==> src/rtl/uart_bus_master_pkg.sv <==
// Shared constants for the UART-to-bus bridge: command opcodes, response codes,
// FSM state encodings, response lengths and the command decoder.
package uart_bus_master_pkg;

   // Command opcodes (upper nibble of the command byte)
   localparam logic [3:0] OP_READ  = 4'hA;
   localparam logic [3:0] OP_WRITE = 4'hB;

   // Single-byte responses
   localparam logic [7:0] RESP_ACK = 8'h06;
   localparam logic [7:0] RESP_NAK = 8'h15;

   // Bridge FSM states
   localparam logic [2:0] ST_IDLE   = 3'd0;
   localparam logic [2:0] ST_DATA   = 3'd1;
   localparam logic [2:0] ST_BUS    = 3'd2;
   localparam logic [2:0] ST_RESP   = 3'd3;
   localparam logic [2:0] ST_TXWAIT = 3'd4;

   // Response byte counts
   localparam logic [2:0] RESP_LEN_READ  = 3'd4;
   localparam logic [2:0] RESP_LEN_SHORT = 3'd1;

   // Serial receiver states
   localparam logic [2:0] RX_IDLE  = 3'd0;
   localparam logic [2:0] RX_START = 3'd1;
   localparam logic [2:0] RX_DATA  = 3'd2;
   localparam logic [2:0] RX_STOP  = 3'd3;
   localparam logic [2:0] RX_HOLD  = 3'd4;

   typedef enum logic [1:0] {
      CMD_READ,
      CMD_WRITE,
      CMD_INVALID
   } cmd_kind_e;

   // Classify a command byte by its opcode nibble
   function automatic cmd_kind_e decode_cmd(input logic [7:0] cmd);
      case (cmd[7:4])
         OP_READ:  return CMD_READ;
         OP_WRITE: return CMD_WRITE;
         default:  return CMD_INVALID;
      endcase
   endfunction

endpackage

==> src/rtl/uart_bus_master_if.sv <==
// Peripheral bus between the bridge (master) and a memory-mapped peripheral (slave).
// din is combinational from the peripheral and valid in the same cycle as cs.
interface uart_bus_master_if #(
   parameter int WIDTH = 32
);
   logic             cs;
   logic             wen;
   logic [3:0]       addr;
   logic [WIDTH-1:0] dout;
   logic [WIDTH-1:0] din;

   modport master (output cs, output wen, output addr, output dout, input din);
   modport slave  (input cs, input wen, input addr, input dout, output din);
endinterface

==> src/rtl/uart_bus_master_uart.sv <==
// Serial layer of the bridge: 8N1 receiver (uart_rx) and transmitter (uart_tx).
// uart_rx holds uart_rx_valid high from the stop bit of a byte until the next
// start bit, so each received byte produces exactly one rising edge. An all-zero
// frame with a low stop bit is reported as a break, held until the line idles.
module uart_rx
   import uart_bus_master_pkg::*;
#(
   parameter int cycles_per_bit = 217
) (
   input  logic       clk,
   input  logic       resetn,
   input  logic       uart_rx_en,
   input  logic       RxD,
   output logic [7:0] uart_rx_data,
   output logic       uart_rx_valid,
   output logic       uart_rx_break
);
   localparam int TW = $clog2(cycles_per_bit + 1);
   localparam logic [TW-1:0] TICK_FULL = TW'(cycles_per_bit - 1);
   localparam logic [TW-1:0] TICK_HALF = TW'(cycles_per_bit / 2 - 1);

   logic          meta_q, sync_q;
   logic [2:0]    st_q, st_d;
   logic [TW-1:0] tick_q, tick_d;
   logic [2:0]    nbit_q, nbit_d;
   logic [7:0]    shift_q, shift_d;
   logic [7:0]    data_q, data_d;
   logic          valid_q, valid_d;
   logic          brk_q, brk_d;

   // Two-flop synchronizer for the asynchronous serial input (idles high)
   always_ff @(posedge clk or negedge resetn) begin
      if (!resetn) begin
         meta_q <= 1'b1;
         sync_q <= 1'b1;
      end else begin
         // NOTE: sequential state uses non-blocking assignments so every flop samples pre-edge values.
         meta_q <= RxD;
         sync_q <= meta_q;
      end
   end

   // Frame decoder: centre-sample start, 8 data bits LSB first, then stop
   always_comb begin
      // NOTE: every output gets a default first so no path leaves it unassigned (no latch).
      st_d    = st_q;
      tick_d  = tick_q;
      nbit_d  = nbit_q;
      shift_d = shift_q;
      data_d  = data_q;
      valid_d = valid_q;
      brk_d   = brk_q;
      case (st_q)
         RX_IDLE: begin
            if (uart_rx_en && !sync_q) begin
               st_d    = RX_START;
               tick_d  = TICK_HALF;
               valid_d = 1'b0;
            end
         end
         RX_START: begin
            if (tick_q != '0) begin
               tick_d = tick_q - TW'(1);
            end else if (!sync_q) begin
               st_d   = RX_DATA;
               tick_d = TICK_FULL;
               nbit_d = 3'd0;
            end else begin
               st_d = RX_IDLE;   // glitch, not a start bit
            end
         end
         RX_DATA: begin
            if (tick_q != '0) begin
               tick_d = tick_q - TW'(1);
            end else begin
               shift_d = {sync_q, shift_q[7:1]};
               tick_d  = TICK_FULL;
               if (nbit_q == 3'd7) st_d = RX_STOP;
               else                nbit_d = nbit_q + 3'd1;
            end
         end
         RX_STOP: begin
            if (tick_q != '0) begin
               tick_d = tick_q - TW'(1);
            end else if (sync_q) begin
               data_d  = shift_q;
               valid_d = 1'b1;
               st_d    = RX_IDLE;
            end else begin
               brk_d = (shift_q == 8'h00);
               st_d  = RX_HOLD;
            end
         end
         RX_HOLD: begin
            if (sync_q) begin
               brk_d = 1'b0;
               st_d  = RX_IDLE;
            end
         end
         default: st_d = RX_IDLE;
      endcase
   end

   // Receiver state registers
   always_ff @(posedge clk or negedge resetn) begin
      if (!resetn) begin
         st_q    <= RX_IDLE;
         tick_q  <= '0;
         nbit_q  <= 3'd0;
         shift_q <= 8'h00;
         data_q  <= 8'h00;
         valid_q <= 1'b0;
         brk_q   <= 1'b0;
      end else begin
         st_q    <= st_d;
         tick_q  <= tick_d;
         nbit_q  <= nbit_d;
         shift_q <= shift_d;
         data_q  <= data_d;
         valid_q <= valid_d;
         brk_q   <= brk_d;
      end
   end

   assign uart_rx_data  = data_q;
   assign uart_rx_valid = valid_q;
   assign uart_rx_break = brk_q;
endmodule

module uart_tx #(
   parameter int cycles_per_bit = 217
) (
   input  logic       clk,
   input  logic       resetn,
   input  logic       uart_tx_en,
   input  logic [7:0] uart_tx_data,
   output logic       uart_tx_busy,
   output logic       TxD
);
   localparam int TW = $clog2(cycles_per_bit + 1);
   localparam logic [TW-1:0] TICK_FULL = TW'(cycles_per_bit - 1);

   logic          busy_q, busy_d;
   logic [9:0]    shreg_q, shreg_d;
   logic [TW-1:0] tick_q, tick_d;
   logic [3:0]    nbit_q, nbit_d;

   // Load {stop, data, start} on enable, then shift one bit per bit-time
   always_comb begin
      busy_d  = busy_q;
      shreg_d = shreg_q;
      tick_d  = tick_q;
      nbit_d  = nbit_q;
      if (!busy_q) begin
         if (uart_tx_en) begin
            shreg_d = {1'b1, uart_tx_data, 1'b0};
            busy_d  = 1'b1;
            tick_d  = TICK_FULL;
            nbit_d  = 4'd0;
         end
      end else if (tick_q != '0) begin
         tick_d = tick_q - TW'(1);
      end else if (nbit_q == 4'd9) begin
         busy_d = 1'b0;   // full stop bit has been sent
      end else begin
         shreg_d = {1'b1, shreg_q[9:1]};
         nbit_d  = nbit_q + 4'd1;
         tick_d  = TICK_FULL;
      end
   end

   // Transmitter state registers; shift register idles all-ones so TxD idles high
   always_ff @(posedge clk or negedge resetn) begin
      if (!resetn) begin
         busy_q  <= 1'b0;
         shreg_q <= '1;
         tick_q  <= '0;
         nbit_q  <= 4'd0;
      end else begin
         busy_q  <= busy_d;
         shreg_q <= shreg_d;
         tick_q  <= tick_d;
         nbit_q  <= nbit_d;
      end
   end

   assign uart_tx_busy = busy_q;
   assign TxD          = shreg_q[0];
endmodule

==> src/rtl/uart_bus_master.sv <==
// UART-to-bus bridge: receives command frames on RxD, issues one bus read or
// write, and answers on TxD (ACK 0x06 for writes, 4 data bytes MSB first for
// reads, NAK 0x15 for unknown opcodes).
// Optional: define UBM_TIMEOUT_EN to abort a stalled write frame with a NAK
// after TO_BITS bit-times without a received byte.
module uart_bus_master
   import uart_bus_master_pkg::*;
#(
   parameter int WIDTH   = 32,
   parameter int CPB     = 217,
   parameter int TO_BITS = 100
) (
   input  logic              clk,
   input  logic              resetn,
   input  logic              RxD,
   output logic              TxD,
   output logic              busy,
   uart_bus_master_if.master bus
);
   // The frame format carries exactly four data bytes
   if (WIDTH != 32 || TO_BITS < 1 || CPB < 4) begin : g_bad_param
      $error("uart_bus_master: WIDTH must be 32, TO_BITS >= 1, CPB >= 4");
   end

   logic [7:0]       rx_data;
   logic             rx_valid, rx_break;
   logic             rx_valid_q;
   logic             byte_in;
   logic             tx_en, tx_busy;
   logic [7:0]       tx_data;

   logic [2:0]       state_q, state_d;
   logic [1:0]       cnt_q, cnt_d;
   logic [3:0]       addr_q, addr_d;
   logic [WIDTH-1:0] dout_q, dout_d;
   logic             is_wr_q, is_wr_d;
   logic [WIDTH-1:0] resp_q, resp_d;
   logic [2:0]       left_q, left_d;
   logic             skip_q, skip_d;

`ifdef UBM_TIMEOUT_EN
   localparam int TO_CYC = TO_BITS * CPB;
   localparam int TOW    = $clog2(TO_CYC + 1);
   localparam logic [TOW-1:0] TO_LOAD = TOW'(TO_CYC - 1);
   logic [TOW-1:0] to_cnt_q, to_cnt_d;
`endif

   uart_rx #(.cycles_per_bit(CPB)) u_rx (
      .clk           (clk),
      .resetn        (resetn),
      .uart_rx_en    (1'b1),
      .RxD           (RxD),
      .uart_rx_data  (rx_data),
      .uart_rx_valid (rx_valid),
      .uart_rx_break (rx_break)
   );

   uart_tx #(.cycles_per_bit(CPB)) u_tx (
      .clk          (clk),
      .resetn       (resetn),
      .uart_tx_en   (tx_en),
      .uart_tx_data (tx_data),
      .uart_tx_busy (tx_busy),
      .TxD          (TxD)
   );

   // One byte-in event per rising edge of the held valid level
   assign byte_in = rx_valid && !rx_valid_q;

   // Bridge FSM: collect frame, run one bus cycle, stream the response
   always_comb begin
      state_d = state_q;
      cnt_d   = cnt_q;
      addr_d  = addr_q;
      dout_d  = dout_q;
      is_wr_d = is_wr_q;
      resp_d  = resp_q;
      left_d  = left_q;
      skip_d  = skip_q;
      tx_en   = 1'b0;
      tx_data = resp_q[WIDTH-1 -: 8];
`ifdef UBM_TIMEOUT_EN
      if (byte_in)                to_cnt_d = TO_LOAD;
      else if (to_cnt_q != '0)    to_cnt_d = to_cnt_q - TOW'(1);
      else                        to_cnt_d = to_cnt_q;
`endif
      case (state_q)
         ST_IDLE: begin
            if (byte_in) begin
               addr_d = rx_data[3:0];
               case (decode_cmd(rx_data))
                  CMD_READ: begin
                     is_wr_d = 1'b0;
                     state_d = ST_BUS;
                  end
                  CMD_WRITE: begin
                     is_wr_d = 1'b1;
                     cnt_d   = 2'd0;
                     state_d = ST_DATA;
                  end
                  default: begin
                     resp_d  = {RESP_NAK, {(WIDTH-8){1'b0}}};
                     left_d  = RESP_LEN_SHORT;
                     state_d = ST_RESP;
                  end
               endcase
            end
         end
         ST_DATA: begin
            if (rx_break) begin
               state_d = ST_IDLE;   // silent abort, no bus cycle
            end else if (byte_in) begin
               dout_d = {dout_q[WIDTH-9:0], rx_data};
               cnt_d  = cnt_q + 2'd1;
               if (cnt_q == 2'd3) state_d = ST_BUS;
            end
`ifdef UBM_TIMEOUT_EN
            else if (to_cnt_q == '0) begin
               resp_d  = {RESP_NAK, {(WIDTH-8){1'b0}}};
               left_d  = RESP_LEN_SHORT;
               state_d = ST_RESP;
            end
`endif
         end
         ST_BUS: begin
            if (is_wr_q) begin
               resp_d = {RESP_ACK, {(WIDTH-8){1'b0}}};
               left_d = RESP_LEN_SHORT;
            end else begin
               resp_d = bus.din;
               left_d = RESP_LEN_READ;
            end
            state_d = ST_RESP;
         end
         ST_RESP: begin
            if (!tx_busy) begin
               tx_en   = 1'b1;
               resp_d  = {resp_q[WIDTH-9:0], 8'h00};
               left_d  = left_q - 3'd1;
               skip_d  = 1'b1;
               state_d = ST_TXWAIT;
            end
         end
         ST_TXWAIT: begin
            // First cycle is skipped so the transmitter's busy flag has risen
            if (skip_q) begin
               skip_d = 1'b0;
            end else if (!tx_busy) begin
               state_d = (left_q != 3'd0) ? ST_RESP : ST_IDLE;
            end
         end
         default: state_d = ST_IDLE;
      endcase
   end

   // Bridge state registers; reset discards any partial frame
   always_ff @(posedge clk or negedge resetn) begin
      if (!resetn) begin
         rx_valid_q <= 1'b0;
         state_q    <= ST_IDLE;
         cnt_q      <= 2'd0;
         addr_q     <= 4'h0;
         dout_q     <= '0;
         is_wr_q    <= 1'b0;
         resp_q     <= '0;
         left_q     <= 3'd0;
         skip_q     <= 1'b0;
      end else begin
         rx_valid_q <= rx_valid;
         state_q    <= state_d;
         cnt_q      <= cnt_d;
         addr_q     <= addr_d;
         dout_q     <= dout_d;
         is_wr_q    <= is_wr_d;
         resp_q     <= resp_d;
         left_q     <= left_d;
         skip_q     <= skip_d;
      end
   end

`ifdef UBM_TIMEOUT_EN
   // Inter-byte timer, reloaded by every received byte
   always_ff @(posedge clk or negedge resetn) begin
      if (!resetn) to_cnt_q <= TO_LOAD;
      else         to_cnt_q <= to_cnt_d;
   end
`endif

   assign bus.cs   = (state_q == ST_BUS);
   assign bus.wen  = (state_q == ST_BUS) && is_wr_q;
   assign bus.addr = addr_q;
   assign bus.dout = dout_q;
   assign busy     = (state_q != ST_IDLE);
endmodule

==> src/flat_wrapper.sv <==
// flat-port wrapper written by rule: the top's interface ports become plain ports
module uart_bus_master_flat import uart_bus_master_pkg::*;
#(
   parameter int WIDTH   = 32,
   parameter int CPB     = 217,
   parameter int TO_BITS = 100
)
  (clk, resetn, RxD, TxD, busy, bus_cs, bus_wen, bus_addr, bus_dout, bus_din);
  uart_bus_master_if #(.WIDTH(WIDTH)) bus_i ();
  input  logic clk;
  input  logic resetn;
  input  logic RxD;
  output logic TxD;
  output logic busy;
  output wire logic [$bits(bus_i.cs)-1:0] bus_cs;
  output wire logic [$bits(bus_i.wen)-1:0] bus_wen;
  output wire logic [$bits(bus_i.addr)-1:0] bus_addr;
  output wire logic [$bits(bus_i.dout)-1:0] bus_dout;
  input wire logic [$bits(bus_i.din)-1:0] bus_din;
  assign bus_cs = bus_i.cs;
  assign bus_wen = bus_i.wen;
  assign bus_addr = bus_i.addr;
  assign bus_dout = bus_i.dout;
  assign bus_i.din = bus_din;
  uart_bus_master #(.WIDTH(WIDTH), .CPB(CPB), .TO_BITS(TO_BITS)) u_core (.clk(clk), .resetn(resetn), .RxD(RxD), .TxD(TxD), .busy(busy), .bus(bus_i));
endmodule
==> config.mk <==
export PLATFORM = sky130hd
export DESIGN_NAME = uart_bus_master_flat
export DESIGN_NICKNAME = d
export VERILOG_FILES = /design/src/rtl/uart_bus_master_pkg.sv /design/src/rtl/uart_bus_master_if.sv /design/src/rtl/uart_bus_master_uart.sv /design/src/rtl/uart_bus_master.sv /design/src/flat_wrapper.sv
export SDC_FILE = /design/constraint.sdc
export NUM_CORES = 1
export LEC_CHECK = 0
export ABC_AREA = 1
export CAP_MARGIN = 20
export CORE_MARGIN = 1
export CORE_UTILIZATION = 30
export DETAILED_ROUTE_END_ITERATION = 8
export PLACE_DENSITY = 0.48
export SLEW_MARGIN = 0
export SYNTH_ARGS = -nofsm -noshare
export SYNTH_HDL_FRONTEND = slang
export SYNTH_SLANG_ARGS = --single-unit
==> constraint.sdc <==
create_clock -name clk -period 1.7 [get_ports clk]
set_clock_uncertainty 0.15 [all_clocks]
set_input_delay 0.425 -clock clk [delete_from_list [all_inputs] [get_ports clk]]
set_output_delay 0.425 -clock clk [all_outputs]
set_load 0.1 [all_outputs]
==> qor.yml, run 1 <==
routing:
  drt-initial-drc-count: 218
  vias: 5180
  drt_wl_total_mm: 15.0
  first_pass_iters: 4
  wire_per_inst_um: 12.9
  drc: 0
  antenna_left: 0
  vias_per_cell: 4.45
synth:
  syn_avg_cell_area_um2: 8.44
  synth-seq-cells: 135
  netlist_instances: 739
  synth_area_um2: 6240
  ys_seq_area_frac: 0.544
  ys_types: 30
  syn_nets: 784
  synth_warnings: 0
setup_path:
  worstPathMaxFanout: 4
  start_kind: "flop"
  critPathArrivalTime_ns: 1.37
  rrSetupSlack_ns: -0.14
  endpoint_kind: "primary output"
  path_class: "flop to primary output"
  ff2ff_path_depth: 10
  required_ns: 1.12
floorplanning:
  num_rows: 52
  io_pins: 75
  die_area_um2: 21400
  die_x_um: 146
  core_um2: 20300
  start_util: 0.307
  die_h_um: 146
place:
  gp_congestion: 0.816
  placed_cells: 1103
  buffer_ports.inserted: 74
  dpl_worst_slack_ns: 0.0348
  hpwl_mm: 9.76
  postPlaceCellArea_um2: 8020
global_route:
  grt_pass1_wl_mm: 24.5
  track_usage: 0.142
  grt_pass1_vias: 4976
  grt_antenna_before_repair: 0
  grt_overflow: 0
  grt_max_degree: 41
clock_tree:
  clock-root-buffer: "clkbuf_16"
  clk_transition_reported_paths_ns: 0.06
  clk_latency_ns: 0.42
  cts_tree: "built"
  ctsLongestPathBuffers: 2
  htreeDepth: 4
  clock-sinks: 135
  cts_buffers: 17
finish:
  layout.nets: 926
  diodes: 0
  fin_area_um2: 9140
  fin_cells: 1163
  area_growth_pct: 46.6
  fillers: 2000
  drive_gt1_frac: 0.245
  final_core_util: 0.450
sta:
  rsz0062_at_grt: "yes"
  drv_slew: 0
  fin_crit_sh: 1.14
  max_slew_margin: 0.764
  timing.hold.ws_ns: 0.207
  setup_viol: 39
  max_clock_freq_mhz: 514
  fin_crit_ns: 1.94
  setup_ws_ns: -0.244
  worst_pin_slew_ns: 0.353
  finalHoldViolations: 0
power:
  combPwrFrac: 0.023
  switching_share: 0.206
  p_per_area_nw_per_um2: 801
  power.switching_mw: 1.51
  clkPwrFrac: 0.537
  p_leak_nw: 4.22
  p_seq_frac: 0.440
  peakVddDrop_v: 0.000642
  p_int_mw: 5.81
worst_hold_path:
  min_path_cells: 0
  worstHoldPathType: "flop to flop"
run_status:
  status: "complete, but fails checks"
  violations: "setup timing"
run:
  maxCapViolCount: 0
state kept, by name (all words and copies together) (netlist names), 4 cells and up:
register / cells
u_core.bus.addr: 4
u_core.bus.dout: 32
u_core.resp_q: 32
u_core.u_rx.shift_q: 8
u_core.u_rx.tick_q: 8
u_core.u_rx.uart_rx_data: 8
u_core.u_tx.nbit_q: 4
u_core.u_tx.shreg_q: 9
u_core.u_tx.tick_q: 8
critical path, cell delays in order, from the launching register on:
cell	delay, ns
dfrtp_2	0.44
inv_2	0.12
nand2_4	0.08
nor2_4	0.12
buf_12	0.18
metal layers:
metal	global-route usage	vias to the layer above	wire (um)
met1	0.198	2404	7450
met3	0.0334	16	464
met2	0.216	73	6900
li1	-	2687	-
met5	0	-	0
met4	0.0458	0	182
layout make-up:
type | instances | area (um2) | area share
Tap cell | 270 | 338 | 0.0369
Inverter | 65 | 248 | 0.0271
Sequential cell | 135 | 3390 | 0.371
Clock inverter | 13 | 194 | 0.0212
Multi-Input combinational cell | 513 | 2600 | 0.285
Timing Repair Buffer | 149 | 1930 | 0.211
Clock buffer | 18 | 439 | 0.0480
cells in the mapped netlist, drive strengths merged:
cell type / number / area share
a22oi: 20 / 0.024
nor2: 56 / 0.037
inv: 65 / 0.039
o21bai: 3 / 0.0036
clkbuf: 5 / 0.0030
nand3: 56 / 0.048
nand4: 4 / 0.0040
or2: 3 / 0.0030
o22ai: 3 / 0.0030
ha: 10 / 0.020
xor2: 2 / 0.0028
nor3: 3 / 0.0024
nand2: 237 / 0.14
mux2i: 6 / 0.0096
buf: 21 / 0.023
dfstp: 11 / 0.046
a21oi: 12 / 0.0096
xnor2: 1 / 0.0014
dfrtp: 124 / 0.50
o21ai: 96 / 0.077
nand3b: 1 / 0.0012
timing repair:
| action | in CTS | in global routing |
|---|---|---|
| hold buffers | 1 | 0 |
| gates cloned | 0 | 8 |
| gates resized for setup | 9 | 50 |
| hold endpoints to repair | 14 | 0 |
| setup buffers | 8 | 12 |
| endpoints found under the setup margin | 4 | 111 |
| pin swaps | 3 | 9 |
cells in the final DEF (no fill, tap or decap), drive strengths merged, types with 2 or more instances in the layout:
cell type      instances
dfstp                 11
inv                   68
o21bai                 3
or2                    3
o22ai                  3
nor2                  56
nand3                 56
a22oi                 20
clkinv                 4
clkdlybuf4s50         33
clkinvlp               2
nor3                   3
o21ai                 96
buf                  110
bufinv                 4
a21oi                 12
xor2                   2
clkbuf                23
mux2i                  6
ha                    10
nand2                237
nand4                  4
dfrtp                124
power groups by stage:
stage / registers, mW / clock network (mW) / logic, mW
floorplan: 3.28 / 0 / 0.00393
global placement: 3.28 / 0 / 0.173
detailed placement: 3.28 / 0 / 0.173
CTS: 3.22 / 4.05 / 0.176
global route: 3.22 / 4.20 / 0.189
finish: 3.22 / 3.93 / 0.168
final timing paths:
| kind | startpoint | to |
|---|---|---|
| hold / removal | u_core.u_rx.meta_q | u_core.u_rx.sync_q |
| min in group asynchronous | resetn | u_core.u_tx.tick_q[2] |
| setup reg to reg | u_core.state_q[1] | u_core.resp_q[26] |
| hold reg to reg | u_core.u_rx.meta_q | u_core.u_rx.sync_q |
| setup / recovery | u_core.state_q[0] | bus_wen |
| max in group asynchronous | resetn | u_core.u_rx.sync_q |
kinds of logic (layout without fill, tap and decap cells):
| family | count (synthesis) | in the layout | share of synthesized area |
|---|---|---|---|
| fa+ha+maj | 10 | 10 | 0.0201 |
| compound gates | 134 | 134 | 0.117 |
| mux | 6 | 6 | 0.00963 |
| flops | 135 | 135 | 0.544 |
| buf+inv | 91 | 245 | 0.0648 |
| simple gates | 360 | 360 | 0.240 |
| xor+xnor | 3 | 3 | 0.00421 |
through the flow:
step           TNS, ns  power [mW]
2_1_floorplan  -0.0179        3.28
3_3_place_gp         0        3.45
3_5_place_dp         0        3.45
4_1_cts         -0.931        7.45
5_1_grt         -11.22        7.60
6_report         -4.34        7.32
No activity file was read; power rests on OpenSTA's default activity.
==> run 2, diff against run 1 <==
PLACE_DENSITY = default   (was 0.48)
==> run 2 against run 1 <==
Effect of this change:
- the run still ends with setup timing left
- power shrank 1.7%
- flip-flop and latch count unchanged
- utilization barely moved
- clock power shrank 3%
- clock-buffer cell count is 3 higher
- global-route usage is 0.50 points lower
- via count rose by 1.6%
- first-iteration DRC count grew 14%
- largest power group unchanged
- highest routed layer unchanged
==> qor.yml, run 2 (synthesis gave the netlist of run 1 again) <==
floorplanning:
  start_util: 0.307
  die_h_um: 146
  core_um2: 20300
  die_area_um2: 21400
  num_rows: 52
  die_x_um: 146
  io_pins: 75
setup_path:
  path_buf_inv: 2
  crit_path_top_delay_cell: "dfrtp_1"
  endpoint_kind: "primary output"
  worstPathMaxFanout: 3
  required_ns: 1.12
  critPathMaxStageDelay_ns: 0.38
  crit_family: "flip-flops"
  crit_chain: "inv_2 -> nor2_4 -> nand2_4 -> nor2_4 -> buf_12"
  rrSetupSlack_ns: -0.09
  critPathArrivalTime_ns: 1.39
  cpMostUsedCell: "nor2_4"
  start_kind: "flop"
  path_class: "flop to primary output"
global_route:
  grt_max_degree: 32
  track_usage: 0.137
  grt_antenna_before_repair: 0
  grt_pass1_wl_mm: 23.9
  grt_pass1_vias: 4949
  grt_overflow: 0
place:
  hpwl_mm: 9.63
  dpl_worst_slack_ns: 0.0818
  gp_congestion: 0.835
  buffer_ports.inserted: 74
clock_tree:
  cts_tree: "built"
  ctsLongestPathBuffers: 2
  clock-root-buffer: "clkbuf_16"
  clk_latency_ns: 0.41
  clk_transition_reported_paths_ns: 0.06
  cts_buffers: 17
  htreeDepth: 4
  clock-sinks: 135
routing:
  wire_per_inst_um: 12.7
  drt_wl_total_mm: 14.7
  drt-initial-drc-count: 248
  vias_per_cell: 4.54
  drc: 0
  first_pass_iters: 5
  antenna_left: 0
  vias: 5261
sta:
  max_clock_freq_mhz: 510
  rsz0062_at_grt: "yes"
  drv_slew: 0
  worst_pin_slew_ns: 0.350
  fin_crit_ns: 1.96
  finalHoldViolations: 0
  setup_viol: 39
  max_slew_margin: 0.765
  setup_ws_ns: -0.261
  fin_crit_sh: 1.15
finish:
  final_cell_mix: "nand2_1, dfrtp_1, o21ai_1, inv_1, nand3_1"
  area_growth_pct: 46.7
  final_core_util: 0.451
  final_common_cell: "nand2_1"
  layout.nets: 920
  diodes: 0
  drive_gt1_frac: 0.244
power:
  peakVddDrop_v: 0.000679
  p_seq_frac: 0.448
  clkPwrFrac: 0.529
  combPwrFrac: 0.023
  switching_share: 0.203
  finalPower_mw: 7.19
  p_int_mw: 5.73
  p_per_area_nw_per_um2: 787
  p_leak_nw: 4.22
  power.switching_mw: 1.46
run_status:
  violations: "setup timing"
  status: "complete, but fails checks"
run:
  maxCapViolCount: 0
worst_hold_path:
  worstHoldPathType: "flop to flop"
==> run 2: cell count changes in the layout (fill, tap and decap cells not counted), sizes merged <==
cell	change
buf	-6
inv	-3
clkbuf	+2
bufinv	-1
clkinv	+1
clkinvlp	+1
nand3	+1
==> run 2: per-layer routing <==
| metal | share of wire | global-route usage | routed length [um] |
|---|---|---|---|
| met1 | 0.48 | 0.181 | 6980 |
| met3 | 0.028 | 0.0294 | 409 |
| met5 | 0 | 0 | 0 |
| met2 | 0.48 | 0.215 | 6980 |
| met4 | 0.020 | 0.0609 | 300 |
==> run 2: layout make-up <==
cell class              instances  area [um2]
clock buffers                  21         470
clock inverters                11         146
fillers                      2000       11200
inverters                      65         258
multi-input cells             514        2670
flip-flops and latches        135        3390
well taps                     270         338
repair buffers                142        1870
==> run 2: power groups by stage <==
stage | clock network, mW | logic (mW) | registers, mW
floorplan | 0 | 0.00393 | 3.28
global placement | 0 | 0.173 | 3.28
detailed placement | 0 | 0.174 | 3.28
CTS | 3.91 | 0.176 | 3.22
global route | 4.03 | 0.189 | 3.22
finish | 3.80 | 0.168 | 3.22
==> run 2: metrics by stage <==
stage,area (um2),std cells,hold slack [ns],TNS (ns)
floorplan,6260,739,-0.0206,-0.0179
global placement,7990,1099,0.160,0
detailed placement,7990,1099,0.162,0
CTS,8710,1140,0.205,-0.890
global route,9150,1158,0.211,-5.74
finish,9150,1158,0.204,-2.41
==> run 2: worst paths after layout <==
path,start,to,cells past startpoint
setup / recovery,u_core.state_q[1],bus_wen,5
hold / removal,u_core.u_rx.meta_q,u_core.u_rx.sync_q,0
setup reg to reg,u_core.state_q[2],u_core.resp_q[17],11
hold reg to reg,u_core.u_rx.meta_q,u_core.u_rx.sync_q,0
max in group asynchronous,resetn,u_core.resp_q[0],3
min in group asynchronous,resetn,u_core.resp_q[29],2
==> run 2: repair_timing <==
action / in CTS / in global routing
endpoints found under the hold margin: 20 / 0
hold buffers: 1 / 0
gates cloned: 0 / 8
gates resized for setup: 8 / 67
pin swaps: 3 / 11
setup buffers: 8 / 10
endpoints found under the setup margin: 4 / 116
==> variant 1: new RTL, settings of run 1 <==
Register the output `TxD`, with the module's reset; this adds one clock of latency there. The other outputs are not delayed to match.
--- a/src/rtl/uart_bus_master.sv
+++ b/src/rtl/uart_bus_master.sv
@@ -17,6 +17,8 @@
    output logic              busy,
    uart_bus_master_if.master bus
 );
+
+   logic TxD_d;
    // The frame format carries exactly four data bytes
    if (WIDTH != 32 || TO_BITS < 1 || CPB < 4) begin : g_bad_param
       $error("uart_bus_master: WIDTH must be 32, TO_BITS >= 1, CPB >= 4");
@@ -61,7 +63,7 @@
       .uart_tx_en   (tx_en),
       .uart_tx_data (tx_data),
       .uart_tx_busy (tx_busy),
-      .TxD          (TxD)
+      .TxD          (TxD_d)
    );
 
    // One byte-in event per rising edge of the held valid level
@@ -191,5 +193,13 @@
    assign bus.addr = addr_q;
    assign bus.dout = dout_q;
    assign busy     = (state_q != ST_IDLE);
+   always_ff @(posedge clk or negedge resetn) begin
+      if (!resetn) begin
+         TxD <= '0;
+      end else begin
+         TxD <= TxD_d;
+      end
+   end
+
 endmodule
 
Behaviour: not the same (Yosys sat finds a counterexample within 4 cycles, from zero or initial values and one cycle with resetn low).
==> variant 1 against run 1 <==
The flow still finishes with violations (negative setup slack); sequential cell count up 1; synthesized cell count is 6.5% higher; register-to-register slack better by 100 ps; wire length is 4.5% higher; final area grew 6.0%; total power is 3.3% lower; die area rose by 1.9%; worst setup slack got worse by 11 ps; via count rose by 4.8%; count of clock-buffer cells in the layout is 1 higher; synthesized area grew 1.9%; critical path type unchanged; critical endpoint is now bus_cs.
==> variant 1: results (changes against run 1) <==
| Metric | Value |
|---|---|
| Sequential share of the synthesized area | 53.8% (-0.61 points) |
| Final Worst Setup Slack | -255 ps (-10.6 ps) |
| FF-to-FF setup slack | -40 ps (+100 ps) |
| R2r worst-path depth | 9 (-1) |
| DRT Pass-1 Iters | 5 (+1) |
| FFs w/ async S/R, synth | 100% (unchanged) |
| CTS clk-pin slew, worst paths | 60 ps (about the same) |
| Clock Tree Buf Depth | 2 (unchanged) |
| Clock insertion delay at the later pin of the skew report | 420 ps (about the same) |
| Number of diodes | 0 (unchanged) |
| Critical path arrival | 1380 ps |
| Total Nets Final | 994 (+7.3%) |
| Vias in the first global route | 5388 (+8.3%) |
| Synthesized Nets | 832 (+6.1%) |
| Min-delay worst type | reg -> reg |
| Synth cell types | 30 (unchanged) |
| Least-Margin Pin Slew | 279 ps (-73.3 ps) |
| Top_reg_cell synth | dfrtp_1 |
| Failing checks | negative setup slack |
| Syn_area_per_cell | 8.07 µm² (-4.3%) |
| Clk Tree Root Cell | clkbuf_16 |
| IO Port Bufs | 74 (unchanged) |
| GP Congestion | 0.775 (-5.0%) |
| Htree depth | 4 (unchanged) |
| Initial antenna violation count | 0 (unchanged) |
| Peak VDD IR | 705 µV (+9.8%) |
| Static Leakage | 4.58 nW (+8.6%) |
| Layout cells sized above 1 | 29.1% (+4.6 points) |
| RR Startpoint | u_core.state_q[1]$_DFFE_PN0P_ |
| Drt via density | 4.41 (-1.1%) |
| RR Endpoint | u_core.resp_q[21]$_DFFE_PN0P_ |
| Post-route setup TNS | -1430 ps (+2910 ps) |
| First-pass GRT wire length | 26800 µm (+9.1%) |
| HPWL after DPL | 10400 µm (+6.2%) |
| GRT Util Overall | 15.4% (+1.2 points) |
| Commonest cells in the netlist | nand2_1 (302), dfrtp_1 (125), inv_1 (62) |
| Largest net degree at the start of global routing | 52 (+27%) |
| Yosys warns | 0 (unchanged) |
| Finish-stage setup viols | 33 (-15%) |
| Critical Path End | bus_cs |
| Iter 0 DRT Violations | 303 (+39%) |
| Crit Path Max Fanout | 5 (+1) |
| Critical Path Start | u_core.state_q[0]$_DFFE_PN0P_ |
| Wirelength per Cell | 12.7 µm (-1.3%) |
| Largest cells by area after synthesis | dfrtp_1 (49%), nand2_1 (18%), dfstp_2 (4.5%) |
| Num CTS Buffers | 17 (unchanged) |
| Filler cells | 1989 (-0.55%) |
| Status | finished, violations left |
| Post-synth EDFFs | 0 (unchanged) |
| Post-Layout Cell Count | 1232 (+5.9%) |
[variant 1: stage by stage]
step / utilization [%] / worst slack [ps] / area (µm²)
6_report: 47.3 / -255 / 9690
5_1_grt: 47.3 / -322 / 9690
4_1_cts: 45.1 / -307 / 9240
3_5_place_dp: 40.8 / -76.7 / 8350
3_3_place_gp: 40.8 / -50.1 / 8350
2_1_floorplan: - / -152 / 6390
[variant 1: timing repair]
action | 4_1_cts | 5_1_grt
hold endpoints to repair | 38 | 0
hold buffers | 1 | 0
cloned | 5 | 4
buffers inserted | 9 | 14
pin swaps | 7 | 25
resized for setup | 34 | 108
setup endpoints to repair | 45 | 111
[variant 1: kinds of logic (layout without fill, tap and decap cells)]
| family | Yosys count | in the layout | share of synthesized area, % |
|---|---|---|---|
| adders and majority gates | 10 | 10 | 1.97 |
| DFF | 136 | 136 | 53.8 |
| AOI/OAI and AO/OA | 117 | 117 | 10.1 |
| buffers and inverters | 97 | 270 | 6.22 |
| and+or+nand+nor | 422 | 424 | 27.2 |
| xor gates and xnor gates | 5 | 5 | 0.689 |
[variant 1: routing by layer]
layer  up-vias  wire [µm]  global-route usage (%)
li1       2835          -                       -
met1      2530       7490                    21.0
met3        10        380                    3.58
met4         0        145                    4.48
met5         -          0                       0
met2        52       7650                    24.3
[variant 1: worst max-delay path: stages (launching register included)]
cell and delay (ps):
dfrtp_2 450, buf_4 150, nor2_4 160, buf_12 190
[variant 1: layout make-up]
class                      instances  area [µm²]  area share [%]
sequential                       136        3420            35.3
multi-input combinational        556        2950            30.5
timing repair buffer             168        2130            21.9
clock buffer                      19         433            4.47
tap                              270         338            3.49
inverter                          70         280            2.89
clock inverter                    13         145            1.50
[variant 1: how the worst min path moves through the flow]
stage	start	endpoint	slack [ps]	cells past startpoint
6_report	u_core.u_rx.meta_q$_DFF_PN1_	u_core.u_rx.sync_q$_DFF_PN1_	210	0
2_1_floorplan	resetn	u_core.TxD$_DFF_PN0_	-20	0
3_5_place_dp	resetn	u_core.u_rx.tick_q[7]$_DFFE_PN0P_	150	1
3_3_place_gp	resetn	u_core.u_rx.tick_q[7]$_DFFE_PN0P_	150	1
4_1_cts	u_core.u_rx.meta_q$_DFF_PN1_	u_core.u_rx.sync_q$_DFF_PN1_	210	0
5_1_grt	u_core.u_rx.meta_q$_DFF_PN1_	u_core.u_rx.sync_q$_DFF_PN1_	220	0
[variant 1: power breakdown]
group / switching, W / internal [W] / leakage (nW)
registers: 0.00000246 / 0.00324 / 1.66
logic: 0.0000842 / 0.0000853 / 2.65
clock network: 0.00149 / 0.00218 / 0.275
==> variant 2: new RTL, config.mk and constraints of run 1 <==
Made on the original files. Add a define of `UBM_TIMEOUT_EN`.
--- a/src/rtl/uart_bus_master.sv
+++ b/src/rtl/uart_bus_master.sv
@@ -3,6 +3,8 @@
 // reads, NAK 0x15 for unknown opcodes).
 // Optional: define UBM_TIMEOUT_EN to abort a stalled write frame with a NAK
 // after TO_BITS bit-times without a received byte.
+`define UBM_TIMEOUT_EN
+
 module uart_bus_master
    import uart_bus_master_pkg::*;
 #(
Function: no difference found for any inputs over 10 cycles, from zero or initial values and one cycle with resetn low; that may be too few to reach the edited logic, so the function may still have changed.
==> variant 2 against run 1 <==
The run still ends with negative setup slack left; largest cell class unchanged; total power up 2.7%; final cell count up 23%; synthesized area up 19%; wire length up 25%; clock power down 5%; die area up 18%; sequential cell count up 15; critical path depth unchanged; critical path type unchanged; final area up 16%; worst setup slack worse by 77 ps.
==> variant 2: results (changes against run 1) <==
| Metric | Value |
|---|---|
| Critical path arrival | 1450 ps (+80 ps) |
| Sequential share of the synthesized area | 51.0% (-3.4 points) |
| Cell area after synthesis | 7410 µm² (+19%) |
| Clock buf/inv share | 5.48% (-1.4 points) |
| Wire length on met1 | 9040 µm (+21%) |
| GRT Util Overall | 15.3% (+1.1 points) |
| Rel. slew slack | 72.6% (-3.9 points) |
| Static Leakage | 5.08 nW (+20%) |
| Failing checks | negative setup slack |
| Yosys reg bits | 150 (+11%) |
| Comb pwr share | 2.6% (+0.3 points) |
| Comb_multi_in | 674 (+31%) |
| Syn_area_per_cell | 7.88 µm² (-6.6%) |
| Final Worst Setup Slack | -321 ps (-77.1 ps) |
| HPWL after DPL | 12800 µm (+31%) |
| Met3 usage | 2.92% (-0.43 points) |
| Sequential portion of the cell area | 35.8% (-1.3 points) |
| Routed wl met2 | 9230 µm (+34%) |
| Status | finished, violations left |
| GP Congestion | 0.818 (+0.27%) |
| Total number of vias | 6449 (+24%) |
| Finish-stage setup viols | 40 (+2.6%) |
| Total Nets Final | 1139 (+23%) |
| Comb pwr | 0.000193 W (+15%) |
| Largest net degree at the start of global routing | 46 (+12%) |
| Vias in the first global route | 6262 (+26%) |
| P_clk | 0.00375 W (-5%) |
| Final core occ | 43.6% (-1.5 points) |
| Area share of fa/ha/maj cells after synthesis | 1.86% (-0.15 points) |
| Synthesized Nets | 986 (+26%) |
| Layout cells sized above 1 | 24.2% (-0.29 points) |
| Crit Path Max Fanout | 5 (+1) |
| Post-synthesis xor/xnor area fraction | 0.591% (+0.17 points) |
| Peak VDD IR | 502 µV (-22%) |
| # clk buffers | 17 (-1) |
| Multi-input logic area | 3410 µm² (+31%) |
| Synth cell types | 35 (+17%) |
| Largest cells by area after synthesis | dfrtp_1 (45%), nand2_1 (17%), dfstp_2 (6.4%) |
| Iter 0 DRT Violations | 336 (+54%) |
| Wirelength per Cell | 13.1 µm (+1.6%) |
==> variant 2: final timing paths <==
check                                              start                            endpoint  slack [ps]  depth (start not counted)
max                        u_core.state_q[0]$_DFFE_PN0P_                                busy        -320                          4
min                         u_core.u_rx.meta_q$_DFF_PN1_        u_core.u_rx.sync_q$_DFF_PN1_         210                          0
max reg2reg                u_core.state_q[1]$_DFFE_PN0P_        u_core.left_q[1]$_DFFE_PN0P_        -100                         10
min reg2reg                 u_core.u_rx.meta_q$_DFF_PN1_        u_core.u_rx.sync_q$_DFF_PN1_         210                          0
max in group asynchronous                         resetn  u_core.u_tx.shreg_q[3]$_DFFE_PN1P_         530                          3
min in group asynchronous                         resetn     u_core.bus.dout[25]$_DFFE_PN0P_         300                          2
==> variant 2: repair_timing <==
item                                   CTS  global route
setup endpoints to repair               55           136
cloned                                   3             1
hold buffers                             1             0
setup buffers                           11             4
endpoints found under the hold margin   18             0
pin swaps                                8            13
gates resized for setup                 18            56
